===== config.mk =====
export PLATFORM = sky130hd
export DESIGN_NAME = addsub_count_unit
export DESIGN_NICKNAME = d
export VERILOG_FILES = /design/src/rtl/addsub_count_unit.sv
export SDC_FILE = /design/constraint.sdc
export NUM_CORES = 1
export LEC_CHECK = 0
export ABC_CLOCK_PERIOD_IN_PS = 4510
export BUFFER_PORTS_ARGS = -buffer_cell sky130_fd_sc_hd__buf_2
export CAP_MARGIN = 40
export CORE_MARGIN = 2
export CORE_UTILIZATION = 58
export DETAILED_ROUTE_END_ITERATION = 10
export PLACE_DENSITY = 0.85
export SYNTH_ARGS = -nofsm -noshare
export SYNTH_HDL_FRONTEND = slang
export SYNTH_SLANG_ARGS = --single-unit

===== constraint.sdc =====
create_clock -name clk -period 4.51 [get_ports clk]
set_clock_uncertainty 0.05 [all_clocks]
set_input_delay 0.902 -clock clk [delete_from_list [all_inputs] [get_ports clk]]
set_output_delay 0.902 -clock clk [all_outputs]
set_load 0.02 [all_outputs]

===== src/rtl/addsub_count_unit.sv =====
// rtl/addsub_count_unit.sv - two-stage add/sub/accumulate/count datapath with flags
module addsub_count_unit #(
    parameter int          WIDTH   = 4,
    parameter int unsigned CNT_MAX = 32'hFFFF_FFFF >> (32 - WIDTH)
) (
    input  logic             clk,
    input  logic             rst_n,
    input  logic             in_valid,
    input  logic [1:0]       mode,
    input  logic [WIDTH-1:0] X,
    input  logic [WIDTH-1:0] Y,
    input  logic             Cin,
    input  logic             clr,
    output logic             out_valid,
    output logic [WIDTH-1:0] S,
    output logic             Co,
    output logic             ovf,
    output logic             zero
);

    typedef enum logic [1:0] {
        MODE_ADD   = 2'b00,
        MODE_SUB   = 2'b01,
        MODE_ACC   = 2'b10,
        MODE_COUNT = 2'b11
    } mode_e;

    localparam int               MSB       = WIDTH - 1;
    localparam logic [WIDTH-1:0] CNT_MAX_W = CNT_MAX[WIDTH-1:0];
    localparam logic [WIDTH-1:0] ONE_W     = {{(WIDTH-1){1'b0}}, 1'b1};

    // Stage-1 operand registers
    logic [WIDTH-1:0] x_q;
    logic [WIDTH-1:0] y_q;
    logic             cin_q;
    mode_e            mode_q;
    logic             v_q;

    // Stage-2 result registers (S doubles as accumulator / counter state)
    logic [WIDTH-1:0] s_q;
    logic             co_q;
    logic             ovf_q;
    logic             out_valid_q;

    // Combinational stage-2 results
    logic [WIDTH-1:0] add_a;
    logic [WIDTH-1:0] add_b;
    logic [WIDTH:0]   add_full;
    logic [WIDTH:0]   sub_full;
    logic             add_ovf;
    logic             sub_ovf;
    logic             cnt_wrap;
    logic [WIDTH-1:0] nxt_s;
    logic             nxt_co;
    logic             nxt_ovf;

    // Capture the operation every cycle; clr kills whatever is being accepted
    always_ff @(posedge clk or negedge rst_n) begin
        if (!rst_n) begin
            x_q    <= '0;
            y_q    <= '0;
            cin_q  <= 1'b0;
            mode_q <= MODE_ADD;
            v_q    <= 1'b0;
        end else begin
            x_q    <= X;
            y_q    <= Y;
            cin_q  <= Cin;
            mode_q <= mode_e'(mode);
            v_q    <= in_valid & ~clr;
        end
    end

    // Compute the next result; ACC/COUNT feed back the live output register so chains have no gaps
    always_comb begin
        add_a    = (mode_q == MODE_ACC) ? s_q : x_q;
        add_b    = (mode_q == MODE_ACC) ? x_q : y_q;
        add_full = {1'b0, add_a} + {1'b0, add_b} + {{WIDTH{1'b0}}, cin_q};
        // Borrow falls out of the extra top bit: it is set whenever X < Y + Cin
        sub_full = {1'b0, x_q} - {1'b0, y_q} - {{WIDTH{1'b0}}, cin_q};
        add_ovf  = (add_a[MSB] == add_b[MSB]) && (add_full[MSB] != add_a[MSB]);
        // Subtraction adds ~Y, so the operand signs must differ for overflow
        sub_ovf  = (x_q[MSB] != y_q[MSB]) && (sub_full[MSB] != x_q[MSB]);
        // Values above the terminal count (left by ADD/SUB/ACC) also wrap
        cnt_wrap = (s_q >= CNT_MAX_W);
        nxt_s    = add_full[WIDTH-1:0];
        nxt_co   = add_full[WIDTH];
        nxt_ovf  = add_ovf;
        case (mode_q)
            MODE_ADD, MODE_ACC: begin
                nxt_s   = add_full[WIDTH-1:0];
                nxt_co  = add_full[WIDTH];
                nxt_ovf = add_ovf;
            end
            MODE_SUB: begin
                nxt_s   = sub_full[WIDTH-1:0];
                nxt_co  = sub_full[WIDTH];
                nxt_ovf = sub_ovf;
            end
            MODE_COUNT: begin
                nxt_s   = cnt_wrap ? '0 : (s_q + ONE_W);
                nxt_co  = cnt_wrap;
                nxt_ovf = 1'b0;
            end
        endcase
    end

    // Result register: clr wins, otherwise update only on a valid stage-1 slot
    always_ff @(posedge clk or negedge rst_n) begin
        if (!rst_n) begin
            s_q         <= '0;
            co_q        <= 1'b0;
            ovf_q       <= 1'b0;
            out_valid_q <= 1'b0;
        end else if (clr) begin
            s_q         <= '0;
            co_q        <= 1'b0;
            ovf_q       <= 1'b0;
            out_valid_q <= 1'b0;
        end else if (v_q) begin
            s_q         <= nxt_s;
            co_q        <= nxt_co;
            ovf_q       <= nxt_ovf;
            out_valid_q <= 1'b1;
        end else begin
            out_valid_q <= 1'b0;
        end
    end

    assign S         = s_q;
    assign Co        = co_q;
    assign ovf       = ovf_q;
    assign out_valid = out_valid_q;
    assign zero      = (s_q == '0);

endmodule


# Word level (Yosys, flattened, before mapping)
# Cells that the tools add are included.
# W data, S select, Z words.
# classes
add_sub_neg	5
mul	0
div_mod_pow	0
n_lt_le_gt_ge	1
eq_ne	7
bitwise	2
n_reduce_logical	6
muxes	14
shift	0
# op_table
operator	n
$mux W4	5
$pmux W4 S3	1
$mux W1	6
$pmux W1 S3	2
$add A4 B4 Y5	1
$add A5 B1 Y5	1
$sub A4 B4 Y5	1
$sub A5 B1 Y5	1
$add A4 B1 Y4 const B	1
$eq A2 B2 Y1 const B	2
$ge A4 B4 Y1 const B	1
$logic_not A4 Y1	1
$ne A1 B1 Y1	3
$eq A2 B1 Y1 const B	1
$logic_and A1 B1 Y1	2
$logic_not A2 Y1	1
$reduce_bool A2 Y1	1
$reduce_or A2 Y1	1
$and A1 B1 Y1	1
$eq A1 B1 Y1	1
$not A1 Y1	1
# word_totals
mem_count	0
ram_bits	0
latchBits	0
rom_bits	0
in_bits	15
ff_bits	19

# Logic depth before layout (Yosys ltp)
# Gate-level depths: netlist of the first run.
# logic_depth
word_depth	9
mapped_depth	12
mapped_depth_nobuf	11

# Worst setup path after synthesis of the first run
# OpenSTA, ideal clock, no wires.
# synth_path
path_type	reg-to-reg
from	reg mode_q[0]
to	reg s_q[2] (netlist: S[2])
path_buffers	2
arrival_ns	2.196
synth_period_minus_slack_ns	2.374
path_stages_with_launch	13
path_slack_ns	2.136
required_time_ns	4.332
path_cell_list	dfrtp_1 -> nand2b_1 -> buf_6 -> clkbuf_1 -> a21oi_1 -> fa_1 -> inv_1 -> fa_1 -> xor2_1 -> o221ai_1 -> nor2_1 -> o21ai_1 -> o21ai_1
# synth_via
elab_chain_len	7
elab_cells_between_ends	12
cone_classes	add/sub: 2; eq/ne: 3; mux: 5; reduce/logical: 2
# synth_lines
item	line	text
start, declared	36	mode_e mode_q;
start signal, assigned	69	mode_q <= mode_e'(mode);
$eq A2 B2 Y1	76, 77, 89	
$mux W4, on equally long branches	76, 77	
$add A4 B4 Y5	78	add_full = {1'b0, add_a} + {1'b0, add_b} + {{WIDTH{1'b0}}, cin_q};
$add A5 B1 Y5	78	
$pmux W4 S3 *	89	case (mode_q)
$mux W4 *	120	end else if (v_q) begin
$mux W4 *	115	end else if (clr) begin
end signal, assigned	121	s_q <= nxt_s;
end, declared	40	logic [WIDTH-1:0] s_q;
# Every way passes the cells marked *; elsewhere a longest branch is shown, timed or not. The select of a mux whose other input is x is not followed.
# A chain may end at the register's enable or synchronous reset.

# Worst setup path in the final report of the first run
# Ends and elaborated chain as after synthesis.

==> results by group, run 1 <==
Status
  – Status: completed

Pwr
  – Switch Pwr: 126 µW
  – VDD IR-drop max: 207 µV
  – Pwr/cell area: 284 nW/µm²
  – Pleak: 0.000691 µW
  – Clk pwr share: 21.7%
  – Sw Share: 32.5%
  – Combinational Power Share: 29.1%
  – Sequential share of power: 49.2%
  – Int Pwr: 261 µW

Detailed routing
  – Post-DRT Antenna Nets: 0
  – DR pass1 iterations: 4
  – Routed wire length: 2320 µm
  – 1st-iter DRT viols: 29
  – Number of remaining DRC errors: 0
  – Vias: 943
  – Vias per inst: 5.48
  – Wirelength per Cell: 13.5 µm

Logic synthesis
  – Sequential-to-total area share from yosys stat: 39.3%
  – Area leader, netlist: dfrtp_1
  – Top_reg_cell synth: dfrtp_1
  – Post-synth cell types: 34
  – Post-synth EDFFs: 0
  – Mapped Nets: 152
  – Synth top area cells: dfrtp_1, ha_1, fa_1
  – Post-synth ARST share: 100%
  – Mapped Avg Cell Area: 9.92 µm²
  – Synthesized flop and latch total: 19
  – Mapped Cells: 122
  – Synthesized area: 1210 µm²
  – Warnings, synthesis: 0
  – Yosys top cell area share: 39.3%

Clock network
  – Setup Buffers After CTS: 0
  – Clock Latency Late Sink: 290 ps
  – CTS tree: built
  – Num CTS Buffers: 3
  – CTS Sinks: 19
  – H-tree Lvls: 1
  – CTS root buffer: clkbuf_4
  – Clock slew at reported path FFs: 110 ps
  – Cts hold-fix bufs: 0
  – Max clock buf depth: 2
  – Resize count post-CTS: 0

Timing
  – RSZ-0062 raised after global routing: false
  – Relative max-transition margin: 63.6%
  – Final hold vios: 0
  – Min cycle time layout: 2920 ps
  – Max Fclk: 343 MHz
  – Worst Tran Pin Value: 547 ps
  – Final Cycle Share: 64.6%
  – Fin Setup TNS: 0 ps
  – Final setup fails: 0
  – Max-slew violations: 0

Worst setup path
  – Reg-to-reg slack, setup: 1590 ps
  – Worst Path Max Fanout: 14
  – Crit path from: mode_q[0]
  – Worst setup path end: S[2]
  – Worst Path Required: 4640 ps
  – Critical path class: flip-flop to flip-flop
  – Critical path data arrival time: 3050 ps
  – Reg2reg start: mode_q[0]
  – Startpoint types: flip-flop
  – CP Capture Type: flip-flop
  – R2R depth: 10
  – R2R Path End: S[2]

Placed design
  – # port buffers: 22
  – Routability cong.: 0.828
  – Detailed placer's ending HPWL: 1820 µm
  – Inst Count DP: 168

Layout
  – Area Overhead vs Synth: 12.4%
  – Share of cells above drive strength 1: 20.0%
  – Layout net count: 176
  – Fin cells: 172
  – Antenna cells: 0
  – Final Util: 69.3%

Worst hold path
  – Worst hold path class: flip-flop to flip-flop

GRT
  – GRT met1 Usage: 27.1%
  – Initial antenna violation count: 0
  – Met2 Usage GRT: 33.6%
  – Global-route wire length before repair: 3820 µm
  – Vias in the first global route: 878
  – Total global routing overflow: 0
  – GRT Overall Usage: 20.5%
  – Met3 usage: 3.64%
  – Largest net degree at the start of global routing: 20
  – Busiest grt layer: met2

Floorplanning
  – Die width: 49.7 µm
  – Die H: 49.7 µm
  – Die area: 2470 µm²
  – I/O Pins: 23
  – Starting Density: 61.7%
  – Core Rows: 16
  – Core Area: 1960 µm²

Job
  – Max-cap check violation count: 0
power by group through the flow:
stage	registers, µW	clock network [µW]	logic (µW)
after floorplan	196	0	75.8
after global placement	193	0	106
after detailed placement	194	0	111
after CTS	190	84.9	112
after global routing	192	94.6	124
final	190	83.9	113
Yosys cell counts (3+ instances only):
cell and number:
inv_1 15, fa_1 4, a21oi_1 6, dfrtp_1 19, nor2_1 6, o21ai_1 3, o21ai_0 8, nand2b_1 4
xor2_1 4, ha_1 11, nand2_1 10, xnor2_1 4
cell families (layout without fill, tap and decap cells):
logic type / after synthesis / count (layout) / synth area share (%)
AOI/OAI and AO/OA: 27 / 27 / 13.9
xor gates and xnor gates: 8 / 8 / 5.79
adders and majority gates: 15 / 15 / 18.0
buffers and inverters: 20 / 43 / 6.93
DFF: 19 / 19 / 39.3
muxes: 3 / 3 / 3.52
and+or+nand+nor: 30 / 30 / 12.6
layout make-up:
class                   count  area (µm²)
clock buffers               4        26.3
well taps                  27        33.8
repair buffers             22         110
inverters                  17        63.8
flip-flops and latches     19         475
fillers                   164         602
multi-input cells          83         651
worst min path at each step:
stage / start / end / slack [ps] / depth (start not counted)
finish: Co / Co / 440 / 2
global route: Co / Co / 480 / 2
CTS: Co / Co / 440 / 2
detailed placement: Co / Co / 410 / 2
global placement: Co / Co / 410 / 2
floorplan: v_q / S[1] / 490 / 1
stage by stage:
stage                     total power [µW]  setup WS (ps)  area [µm²]  hold WS, ps
after floorplan                        272           2140        1210          486
final                                  387           1590        1360          437
after detailed placement               304           1670        1330          415
after global routing                   411           1430        1360          477
after global placement                 299           1820        1330          407
after CTS                              387           1640        1360          437
flip-flops by register name (all words and copies together) (netlist names):
name and flops:
Co 1, S 4, cin_q 1, mode_q 2, out_valid 1, ovf 1, v_q 1, x_q 4
y_q 4
cell usage in the layout (no fill, tap or decap), types with 3 or more instances in the layout:
master    count
xor2_1        4
o21ai_1       3
buf_2        22
a21oi_1       6
ha_1         11
nor2_1        6
fa_1          4
nand2_1      10
nand2b_1      4
inv_1        15
o21ai_0       8
xnor2_1       4
dfrtp_1      19
clkbuf_4      3
critical path, cell delays in order, from the launching register on:
cell and delay (ps):
dfrtp_1 570, nand2b_1 510, mux2i_1 300, fa_1 230, inv_1 60, fa_1 420
xor2_1 190, o221ai_1 220, nor2_1 60, o21ai_1 120, o21ai_1 80
metal layers:
metal	vias to the layer above	routed length (µm)
met1	442	1020
met5	-	0
met3	10	106
met2	33	1130
li1	458	-
met4	0	65
No activity file was read; power rests on OpenSTA's default activity.
==> run 2: changes to the inputs <==
Settings changed: ABC_CLOCK_PERIOD_IN_PS 4510 to 2500, CORE_ASPECT_RATIO from default to 0.6, CORE_UTILIZATION 58 to 49, PLACE_DENSITY 0.85 to 0.77.
Clock period 4.51 ns to 2.5 ns, I/O delays scaled along.
==> run 2 against run 1 <==
  * Hold slack worse by 320 ps
  * Total power is 100% higher
  * Die area is 17% higher
  * Via count is 1.3% higher
  * Sequential power is 79% higher
  * Routed wire length is 5.4% higher
  * Clock-buffer cell count is 1 lower
  * Critical path depth is 1 higher
  * Register-to-register slack worse by 1400 ps
  * Clock power grew to 2.6 times the previous value
  * First-iteration DRC count grew to 3.6 times the previous value
  * Critical endpoint unchanged
  * Highest routed layer unchanged
==> results by group, run 2 (same netlist as run 1, synthesis figures left out) <==
Clock network
  – Resize count post-CTS: 0
  – Cts hold-fix bufs: 0
  – Max clock buf depth: 2
  – CTS tree: built
  – H-tree Lvls: 1
  – Clock slew at reported path FFs: 70 ps
  – Clock Latency Late Sink: 260 ps
  – Setup Buffers After CTS: 0
  – Num CTS Buffers: 3
  – CTS root buffer: clkbuf_8
  – CTS Sinks: 19

Placed design
  – Detailed placer's ending HPWL: 1940 µm
  – Routability cong.: 0.892
  – # port buffers: 22
  – Setup WS pre-CTS: 137 ps

Detailed routing
  – Routed wire length: 2440 µm
  – Metal2 WL: 1050 µm
  – Wirelength per Cell: 13.7 µm
  – Post-DRT Antenna Nets: 0
  – DR pass1 iterations: 4
  – Vias: 955
  – M1 WL: 1190 µm
  – 1st-iter DRT viols: 105
  – Vias per inst: 5.37
  – Max Used Layer: met4
  – Number of remaining DRC errors: 0
  – Met3 WL: 183 µm

Job
  – Max-cap check violation count: 0

Floorplanning
  – Core Rows: 13
  – I/O Pins: 23
  – Die area: 2900 µm²
  – Die H: 42.5 µm
  – Starting Density: 53.9%
  – Die width: 68.2 µm
  – Core Area: 2240 µm²

Pwr
  – Pwr/cell area: 544 nW/µm²
  – Clk pwr share: 28.4%
  – Sequential share of power: 44.1%
  – VDD IR-drop max: 332 µV
  – Pleak: 0.000721 µW
  – Sw Share: 32.0%
  – Switch Pwr: 247 µW
  – Combinational Power Share: 27.5%
  – Int Pwr: 525 µW

GRT
  – Vias in the first global route: 911
  – Total global routing overflow: 0
  – Initial antenna violation count: 0
  – GRT Overall Usage: 19.8%
  – Global-route wire length before repair: 4140 µm
  – Largest net degree at the start of global routing: 20

Timing
  – Relative max-transition margin: 71.4%
  – Min cycle time layout: 2270 ps
  – Final worst slack: 229 ps
  – Worst Tran Pin Value: 429 ps
  – Final setup fails: 0
  – Final hold vios: 0
  – Max Fclk: 440 MHz
  – Max-slew violations: 0
  – RSZ-0062 raised after global routing: false
  – Fin Setup TNS: 0 ps
  – Final Cycle Share: 90.9%

Worst setup path
  – Startpoint types: flip-flop
  – Critical path data arrival time: 2370 ps
  – Worst Path Required: 2600 ps
  – Critical path class: flip-flop to flip-flop
  – CP Capture Type: flip-flop
  – Worst Path Max Fanout: 6

Worst hold path
  – Worst hold path class: input pin to asynchronous set/reset pin

Status
  – Status: completed

Layout
  – Share of cells above drive strength 1: 23.6%
  – Most frequent cells in the layout: buf_2, dfrtp_1, inv_1, ha_1, nand2_1
  – Antenna cells: 0
  – Area Overhead vs Synth: 17.4%
  – Commonest non-fill, non-tap cell in the layout: buf_2
  – Layout net count: 179
==> run 2: cell types whose count changed in the layout (fill, tap and decap cells not counted) <==
cell	change
nand2b_4	+1
o21ai_0	-1
nand2b_1	-1
clkbuf_4	-3
clkbuf_8	+3
o21ai_1	+1
clkinv_2	+1
buf_4	+3
o221ai_1	-1
clkbuf_1	-1
o221ai_2	+1
==> run 2: power groups by stage <==
stage	combinational, µW	sequential, µW	clock (µW)
after floorplan	137	353	0
after global placement	202	345	0
after detailed placement	209	346	0
after CTS	211	340	228
after global routing	238	344	242
final	212	341	219
==> run 2: layer usage <==
| metal | track usage, % | vias up |
|---|---|---|
| li1 | - | 464 |
| met5 | 0 | - |
| met1 | 29.3 | 451 |
| met2 | 27.6 | 36 |
| met3 | 6.45 | 4 |
| met4 | 4.80 | 0 |
==> run 2: critical path: stages, from the launching register on <==
cell	delay [ps]
dfrtp_1	440
inv_1	120
nor2_1	50
a21oi_1	160
fa_1	240
inv_1	60
fa_1	400
xor2_1	190
o221ai_2	190
nor2_1	70
o21ai_1	110
o21ai_1	80
==> run 2: final cells by class <==
| type | count | area [µm²] |
|---|---|---|
| fillers | 199 | 825 |
| multi-input cells | 83 | 664 |
| flip-flops and latches | 19 | 475 |
| repair buffers | 25 | 133 |
| inverters | 17 | 63.8 |
| clock buffers | 3 | 41.3 |
| well taps | 30 | 37.5 |
| clock inverters | 1 | 5.00 |
==> run 2: worst paths after layout <==
| kind | slack [ps] | end | startpoint | depth (start not counted) |
|---|---|---|---|---|
| min reg2reg | 430 | Co | Co | 2 |
| max | 230 | S[2] | S[0] | 11 |
| min in group clk | 290 | cin_q | Cin | 1 |
| max in group asynchronous | 1980 | x_q[0] | rst_n | 1 |
| min | 110 | cin_q | rst_n | 1 |
| max reg2reg | 230 | S[2] | S[0] | 11 |
==> run 2: metrics by stage <==
| step | hold slack, ps | cells | utilization, % | power [µW] | cell area, µm² |
|---|---|---|---|---|---|
| 2_1_floorplan | 154 | 122 | - | 490 | 1210 |
| 3_3_place_gp | 407 | 174 | 60.6 | 547 | 1360 |
| 3_5_place_dp | 420 | 174 | 60.6 | 555 | 1360 |
| 4_1_cts | 133 | 178 | 62.7 | 779 | 1410 |
| 5_1_grt | 150 | 178 | 63.3 | 823 | 1420 |
| 6_report | 115 | 178 | 63.3 | 773 | 1420 |
==> run 3: changes to the inputs <==
Settings changed: ABC_CLOCK_PERIOD_IN_PS 2500 to 1900, CORE_MARGIN 2 to 4.
Clock period 2.5 ns to 1.9 ns, I/O delays scaled along.
==> run 3 against run 2 <==
  * The run now ends with setup timing left
  * Register-to-register slack got worse by 580 ps
  * Combinational power increased by 80%
  * Cell area grew 15%
  * Utilization is 8.9 points higher
  * Sequential power rose by 30%
  * Routed wire length increased by 19%
  * Maximum frequency rose by 1.0%
  * Die area rose by 16%
  * Final cell count rose by 9.0%
  * First-iteration DRC count fell by 63%
  * Sequential cell count unchanged
  * Global-route usage shrank 0.53 points
  * Highest routed layer unchanged
==> results by group, run 3 (same netlist as run 1, synthesis figures left out) <==
Layout
  – Multi-input combinational cell area: 751 µm²
  – Commonest non-fill, non-tap cell in the layout: buf_2
  – Area Overhead vs Synth: 34.8%
  – Share of cells above drive strength 1: 43.3%
  – Finished layout cell area: 1630 µm²
  – Most frequent cells in the layout: buf_2, buf_4, dfrtp_1, inv_1, ha_1
  – Seq. cell area: 478 µm²
  – Antenna cells: 0
  – Fillers: 181
  – Final Util: 72.2%
  – Layout net count: 195

Timing
  – Final hold vios: 0
  – Min cycle time layout: 2250 ps
  – Final setup fails: 6
  – Worst Tran Pin Value: 433 ps
  – Max-slew violations: 0
  – Fin Setup TNS: -1460 ps
  – RSZ-0062 raised after global routing: true
  – Relative max-transition margin: 71.1%
  – Max Fclk: 445 MHz
  – Final Cycle Share: 118%
  – Final worst slack: -348 ps

Worst setup path
  – CP Capture Type: flip-flop
  – Reg-to-reg slack, setup: -350 ps
  – Crit path from: mode_q[1]
  – R2R Path End: Co
  – Worst Path Required: 1980 ps
  – Startpoint types: flip-flop
  – R2R depth: 9
  – Critical path data arrival time: 2330 ps
  – Worst Path Max Fanout: 5
  – Critical path class: flip-flop to flip-flop
  – Reg2reg start: mode_q[1]

Clock network
  – Clock slew at reported path FFs: 70 ps
  – CTS root buffer: clkbuf_8
  – CTS tree: built
  – Max clock buf depth: 2
  – Cts hold-fix bufs: 0
  – H-tree Lvls: 1
  – CTS Sinks: 19
  – Clock Latency Late Sink: 250 ps
  – Num CTS Buffers: 3

Worst hold path
  – Worst hold path class: input pin to asynchronous set/reset pin

Floorplanning
  – Core Area: 2260 µm²
  – Die width: 72.2 µm
  – Die area: 3350 µm²
  – Core Rows: 13
  – Starting Density: 53.5%
  – Die H: 46.5 µm
  – I/O Pins: 23

GRT
  – GRT met1 Usage: 25.2%
  – Busiest grt layer: met2
  – Vias in the first global route: 1045
  – Met3 usage: 6.10%
  – GRT Overall Usage: 19.3%
  – Initial antenna violation count: 0
  – Total global routing overflow: 0
  – Met2 Usage GRT: 30.6%
  – Largest net degree at the start of global routing: 20
  – Global-route wire length before repair: 4710 µm

Placed design
  – Setup WS pre-CTS: -376 ps
  – Detailed placer's ending HPWL: 2190 µm
  – Routability cong.: 0.915
  – Area after DPL: 1480 µm²
  – # port buffers: 22

Status
  – Status: finished, violations left
  – Failing checks: setup timing

Detailed routing
  – Routed wire length: 2910 µm
  – 1st-iter DRT viols: 39
  – Wirelength per Cell: 15.0 µm
  – DR pass1 iterations: 4
  – Vias: 1038
  – Post-DRT Antenna Nets: 0
  – Number of remaining DRC errors: 0
  – Vias per inst: 5.35

Pwr
  – VDD IR-drop max: 564 µV
  – Pleak: 0.000805 µW
  – Pwr/cell area: 679 nW/µm²

Job
  – Max-cap check violation count: 0
## run 3: cell count changes in the layout (fill, tap and decap cells not counted), sizes merged
cell / previous run / this run
buf: 25 / 41
clkbuf: 3 / 4
clkinv: 1 / 0
## run 3: layout make-up
type                    instances  area share, %
inverters                      17           3.91
clock buffers                   4           2.76
well taps                      30           2.30
flip-flops and latches         19           29.3
repair buffers                 41           15.7
multi-input cells              83           46.0
## run 3: stage by stage
step                hold slack [ps]  power [µW]  instances
floorplan                      34.4         658        122
detailed placement              293         776        186
global placement                290         767        186
finish                         4.80        1110        194
CTS                            16.9        1090        192
global route                   26.3        1180        194
## run 3: repair_timing
item	4_1_cts	5_1_grt
resized for setup	11	6
setup buffers	2	2
cloned	0	0
setup endpoints to repair	6	6
hold endpoints to repair	0	0
pin swaps	9	7
## run 3: worst max path at each step
stage                 to  slack, ps  depth (start not counted)
global route        S[2]       -430                         10
CTS                 S[2]       -320                         10
finish                Co       -350                          9
floorplan           S[2]       -330                         12
detailed placement  S[2]       -380                         10
global placement    S[2]       -330                         10
## run 3: power by group
part,switching [µW],internal [µW],leakage [µW]
combinational,205,176,0.000549
sequential,17.4,428,0.000233
clock,133,149,0.0000228
total,355,753,0.000805
## run 3: layer usage
metal / wire, µm / up-vias / share of wire, %
li1: - / 495 / -
met1: 1290 / 502 / 44
met2: 1340 / 35 / 46
met3: 242 / 6 / 8.3
met4: 38 / 0 / 1.3
met5: 0 / - / 0
## run 3: critical path, stage by stage, from the launching register on
cell and delay [ps]:
dfrtp_2 420, nand2b_4 140, mux2i_2 230, fa_2 260, inv_2 40, fa_2 360, buf_4 150, a21o_1 160
a211oi_2 240, o41ai_2 80
